==> src/rtl/riscv_pkg.sv <==
// Shared RISC-V opcode constants and hazard-controller state type.
// Imported by the opcode decoder and by pipeline_hazard_ctrl.
package riscv_pkg;

  localparam logic [6:0] R_TYPE = 7'b0110011;
  localparam logic [6:0] I_TYPE = 7'b0010011;
  localparam logic [6:0] U_TYPE = 7'b0110111;
  localparam logic [6:0] LW     = 7'b0000011;
  localparam logic [6:0] SW     = 7'b0100011;
  localparam logic [6:0] BR     = 7'b1100011;
  localparam logic [6:0] JAL    = 7'b1101111;
  localparam logic [6:0] JALR   = 7'b1100111;
  localparam logic [6:0] HALT   = 7'b0000000;

  typedef enum logic [1:0] {S_RESET, S_RUN, S_DRAIN, S_HALTED} hz_state_e;

  function automatic logic uses_rs1(input logic [6:0] op);
    case (op)
      R_TYPE, I_TYPE, LW, SW, BR, JALR: uses_rs1 = 1'b1;
      default:                          uses_rs1 = 1'b0;
    endcase
  endfunction

  function automatic logic uses_rs2(input logic [6:0] op);
    case (op)
      R_TYPE, SW, BR: uses_rs2 = 1'b1;
      default:        uses_rs2 = 1'b0;
    endcase
  endfunction

endpackage

==> src/rtl/sat_counter.sv <==
// Up-counter that sticks at all-ones instead of wrapping.
module sat_counter #(
  parameter int unsigned CNT_W = 16
) (
  input  logic             clk,
  input  logic             reset,
  input  logic             inc,
  output logic [CNT_W-1:0] q
);

  always_ff @(posedge clk or posedge reset) begin
    if (reset) begin
      q <= '0;
    end else if (inc && (q != '1)) begin
      q <= q + CNT_W'(1);
    end
  end

endmodule

==> src/rtl/pipeline_hazard_ctrl.sv <==
// Sequences the 5-stage pipeline: load-use stalls, redirect flushes, memory-wait freezes and
// HALT drain, with saturating stall/flush performance counters.
module pipeline_hazard_ctrl
  import riscv_pkg::*;
#(
  parameter int unsigned DRAIN_CYCLES = 3,
  parameter int unsigned CNT_W        = 16
) (
  input  logic             clk,
  input  logic             reset,
  input  logic [6:0]       id_opcode,
  input  logic [4:0]       id_rs1,
  input  logic [4:0]       id_rs2,
  input  logic             ex_memread,
  input  logic [4:0]       ex_rd,
  input  logic             ex_redirect,
  input  logic             mem_busy,
  output logic             pc_write,
  output logic             ifid_write,
  output logic             ifid_flush,
  output logic             idex_write,
  output logic             idex_bubble,
  output logic             exmem_write,
  output logic             memwb_bubble,
  output logic             halted,
  output logic [CNT_W-1:0] stall_cnt,
  output logic [CNT_W-1:0] flush_cnt
);

  localparam int unsigned DW = (DRAIN_CYCLES > 1) ? $clog2(DRAIN_CYCLES) : 1;
  localparam logic [DW-1:0] DRAIN_INIT = DW'(DRAIN_CYCLES - 1);

  hz_state_e     state_q, state_d;
  logic [DW-1:0] drain_q, drain_d;
  logic          lu_q, lu_d;
  logic          hazard;
  logic          stall_inc, flush_inc;

  assign hazard = ex_memread && (ex_rd != 5'd0) &&
                  (((ex_rd == id_rs1) && uses_rs1(id_opcode)) ||
                   ((ex_rd == id_rs2) && uses_rs2(id_opcode)));

  always_comb begin
    pc_write     = 1'b1;
    ifid_write   = 1'b1;
    ifid_flush   = 1'b0;
    idex_write   = 1'b1;
    idex_bubble  = 1'b0;
    exmem_write  = 1'b1;
    memwb_bubble = 1'b0;
    halted       = 1'b0;
    state_d      = state_q;
    drain_d      = drain_q;
    lu_d         = 1'b0;
    flush_inc    = 1'b0;
    case (state_q)
      S_RESET: begin
        {pc_write, ifid_write, idex_write, exmem_write} = 4'b0000;
        {ifid_flush, idex_bubble, memwb_bubble}         = 3'b111;
        state_d = S_RUN;
      end
      S_RUN: begin
        if (mem_busy) begin
          {pc_write, ifid_write, idex_write, exmem_write} = 4'b0000;
          memwb_bubble = 1'b1;
          // The bubble already in EX stays put, so the one-shot guard must survive the freeze.
          lu_d = lu_q;
        end else if (ex_redirect) begin
          ifid_flush  = 1'b1;
          idex_bubble = 1'b1;
          flush_inc   = 1'b1;
        end else if (id_opcode == HALT) begin
          {pc_write, ifid_write} = 2'b00;
          idex_bubble = 1'b1;
          drain_d     = DRAIN_INIT;
          state_d     = S_DRAIN;
        end else if (hazard && !lu_q) begin
          {pc_write, ifid_write} = 2'b00;
          idex_bubble = 1'b1;
          lu_d        = 1'b1;
        end
      end
      S_DRAIN: begin
        if (mem_busy) begin
          {pc_write, ifid_write, idex_write, exmem_write} = 4'b0000;
          memwb_bubble = 1'b1;
        end else begin
          {pc_write, ifid_write} = 2'b00;
          idex_bubble = 1'b1;
          if (drain_q != '0) drain_d = drain_q - DW'(1);
          if (drain_q <= DW'(1)) state_d = S_HALTED;
        end
      end
      default: begin
        {pc_write, ifid_write, idex_write, exmem_write} = 4'b0000;
        {idex_bubble, memwb_bubble, halted}             = 3'b111;
      end
    endcase
  end

  assign stall_inc = ((state_q == S_RUN) || (state_q == S_DRAIN)) && !pc_write;

  always_ff @(posedge clk or posedge reset) begin
    if (reset) begin
      state_q <= S_RESET;
      drain_q <= '0;
      lu_q    <= 1'b0;
    end else begin
      state_q <= state_d;
      drain_q <= drain_d;
      lu_q    <= lu_d;
    end
  end

  sat_counter #(.CNT_W(CNT_W)) u_stall_cnt (
    .clk   (clk),
    .reset (reset),
    .inc   (stall_inc),
    .q     (stall_cnt)
  );

  sat_counter #(.CNT_W(CNT_W)) u_flush_cnt (
    .clk   (clk),
    .reset (reset),
    .inc   (flush_inc),
    .q     (flush_cnt)
  );

endmodule

==> config.mk <==
export PLATFORM = sky130hd
export DESIGN_NAME = pipeline_hazard_ctrl
export DESIGN_NICKNAME = d
export VERILOG_FILES = /design/src/rtl/riscv_pkg.sv /design/src/rtl/sat_counter.sv /design/src/rtl/pipeline_hazard_ctrl.sv
export SDC_FILE = /design/constraint.sdc
export NUM_CORES = 1
export LEC_CHECK = 0
export BUFFER_PORTS_ARGS = -buffer_cell sky130_fd_sc_hd__buf_2
export CORE_ASPECT_RATIO = 1.2
export CORE_MARGIN = 2
export CORE_UTILIZATION = 25
export DETAILED_ROUTE_END_ITERATION = 16
export PLACE_DENSITY = 0.56
export SLEW_MARGIN = 20
export SYNTH_ARGS = -nofsm -noshare
export SYNTH_HDL_FRONTEND = slang
export SYNTH_SLANG_ARGS = --single-unit
==> constraint.sdc <==
create_clock -name clk -period 2.6 [get_ports clk]
set_input_delay 0 -clock clk [delete_from_list [all_inputs] [get_ports clk]]
set_output_delay 0 -clock clk [all_outputs]
set_load 0.05 [all_outputs]
==> out/results.ini <==
[cts]
clk-insertion-delay-late_ns = 0.29
cts.clk_slew.worst_paths_ns = 0.08
cts_buffers = 5
htree_levels = 2
post-cts-setup-buffer-count = 0
cts.sinks = 37
cts_tree = yes
root_buffer = clkbuf_8
cts_buffer_depth = 2

[power]
power_density_nw_per_um2 = 951
p_int_uw = 1270
switching_share_pct = 51.3
p_leak_uw = 0.00136
clock_power_share_pct = 14.3
irDropWorstVdd_uv = 352
pwr-share-comb_pct = 53.6
p_switching_uw = 1340
p_seq_share_pct = 32.1

[outcome]
outcome = complete, no violations

[floorplan]
die-area_sq_um = 9510
pin_count = 67
die_w_um = 89.3
start_util_pct = 25.6
core_sq_um = 8520
die_h_um = 106
fp-row-count = 37

[global_route]
grt_pass1_vias = 1800
grt_pass1_wl_mm = 8.56
antenna_found_initial = 0
grt-ovfl-total = 0
track_usage_pct = 11.5
grt_max_degree = 38

[cells_and_area]
drive_gt1_share_pct = 31.4
diodes = 0
fillerInstances = 935
multi_input_area_sq_um = 1180
final_nets = 326
final_common_cell = buf_2
fin_util_pct = 32.2
fin_cells = 407
mostFrequentLayoutCells = buf_2, dfrtp_1, xor2_1
area_delta_synth_final_pct = 25.6
seq_area_sq_um = 926

[synth]
yosysWarnings = 0
ys.flop_type = dfrtp_1
async_flop_share_pct = 100
synth_edf_count = 0
syn_avg_cell_area_sq_um = 10.0
ys_seq_area_share_pct = 42.4
yosysUniqueCellTypes = 47
syn_inst = 218
synth_area_sq_um = 2180
synth_fp_nets = 253
ys_ff_latch = 37

[timing]
setup_viol = 0
clock.fmax_mhz = 471
maxSlewViolCount = 0
worst_slew_pin_slew_ns = 0.611
grt_setup_unrepaired = false
post-route-period-util_pct = 81.7
finalHoldViolations = 0
setup_tns_ns = 0
slew_headroom_pct = 58.9
setup_ws_ns = 0.477
fin_crit_ns = 2.12
fin_skew_ns = 0.00848
whs_ns = 0.0350

[place]
place_ws_ns = 0.473
dp_hpwl_mm = 4.01
portBuffers = 66
dp.cells = 400
gp_congestion = 0.764

[route]
ant_nets = 0
drc = 0
dr.pass1.iters = 4
wl_met2_mm = 2.53
vias = 1856
route.met3.wl_um = 327
routed.top_layer = met4
routed_wl_mm = 5.17
viasPerCell = 4.56
met1Wirelength_mm = 2.29
routedWlPerCell_um = 12.7
dr.first_iter.drc_count = 47

[setup_path]
required_ns = 2.78
worstPathArrival_ns = 2.30
path_class = reg2reg
cp_max_fo = 15
endpoint_kind = flip-flop
worstSetupStartpointType = flip-flop
r2r_slack_ns = 0.48

[flow_run]
maxCapViolations = 0

[hold_path]
hp-class = in2reg

==> registers in the layout, summed over array words and instances (netlist names) <==
| name | count |
|---|---|
| u_flush_cnt.q | 16 |
| u_stall_cnt.q | 16 |
| drain_q | 2 |
| state_q | 2 |
| lu_q | 1 |
==> power groups by stage <==
stage | Combinational, uW | Clock [uW] | Sequential (uW)
floorplan | 829 | 0 | 1100
global placement | 1400 | 0 | 843
detailed placement | 1410 | 0 | 852
CTS | 1410 | 389 | 840
global route | 1510 | 410 | 862
finish | 1400 | 374 | 837
==> per-layer routing <==
layer,GRT usage [%],vias up
met5,0,-
met4,3.20,0
met3,3.18,2
met2,19.2,63
met1,14.2,880
li1,-,911
==> through the flow <==
| step | power (uW) | instance area, sq um |
|---|---|---|
| after floorplan | 1920 | 2180 |
| after global placement | 2240 | 2660 |
| after detailed placement | 2260 | 2660 |
| after CTS | 2640 | 2740 |
| after global routing | 2780 | 2740 |
| final | 2610 | 2740 |
==> synth_stat cells (all sizes together), types with 4 or more instances <==
master | instances | area, sq um
a21oi | 4 | 23.8
buf | 4 | 31.3
dfrtp | 37 | 926
ha | 8 | 100
inv | 11 | 41.3
nand2 | 15 | 56.3
nand3 | 13 | 65.1
nand4 | 14 | 87.6
nor2 | 16 | 60.1
nor3 | 10 | 55.1
nor4 | 9 | 96.3
xnor2 | 15 | 131
xor2 | 24 | 210
==> layout make-up <==
class | count | share of cell area (%)
Clock inverter | 1 | 0.182
Sequential cell | 37 | 33.7
Multi-Input combinational cell | 164 | 43.0
Clock buffer | 5 | 2.51
Tap cell | 117 | 5.34
Timing Repair Buffer | 72 | 13.8
Inverter | 11 | 1.50
==> worst paths after layout <==
path | start | endpoint | cells past startpoint
min | mem_busy | lu_q | 3
max reg2reg | state_q[1] | u_stall_cnt.q[1] | 7
min in group asynchronous | reset | u_flush_cnt.q[10] | 4
min reg2reg | u_stall_cnt.q[15] | u_stall_cnt.q[15] | 1
max in group asynchronous | reset | drain_q[0] | 4
max | state_q[1] | u_stall_cnt.q[1] | 7
==> critical path, stage by stage (launching register included) <==
cell and delay, ns:
dfrtp_1 0.41, inv_1 0.09, ha_1 0.33, or3b_2 0.50, a21oi_2 0.11, buf_4 0.23, nor3_2 0.08, mux2_2 0.27
==> cell families after synthesis <==
group | synth area share [%]
AND/OR/NAND/NOR | 25.6
multiplexers | 2.18
flip-flops | 42.4
AO/OA/AOI/OAI | 5.96
buffers and inverters | 3.67
adder cells (fa/ha/maj) | 4.58
XOR/XNOR | 15.6
==> timing repair <==
item / 4_1_cts / 5_1_grt
endpoints found under the hold margin: 37 / 0
gates resized for setup: 0 / 0
hold buffers: 1 / 0
Note: power is estimated with default switching activity, not from simulation.
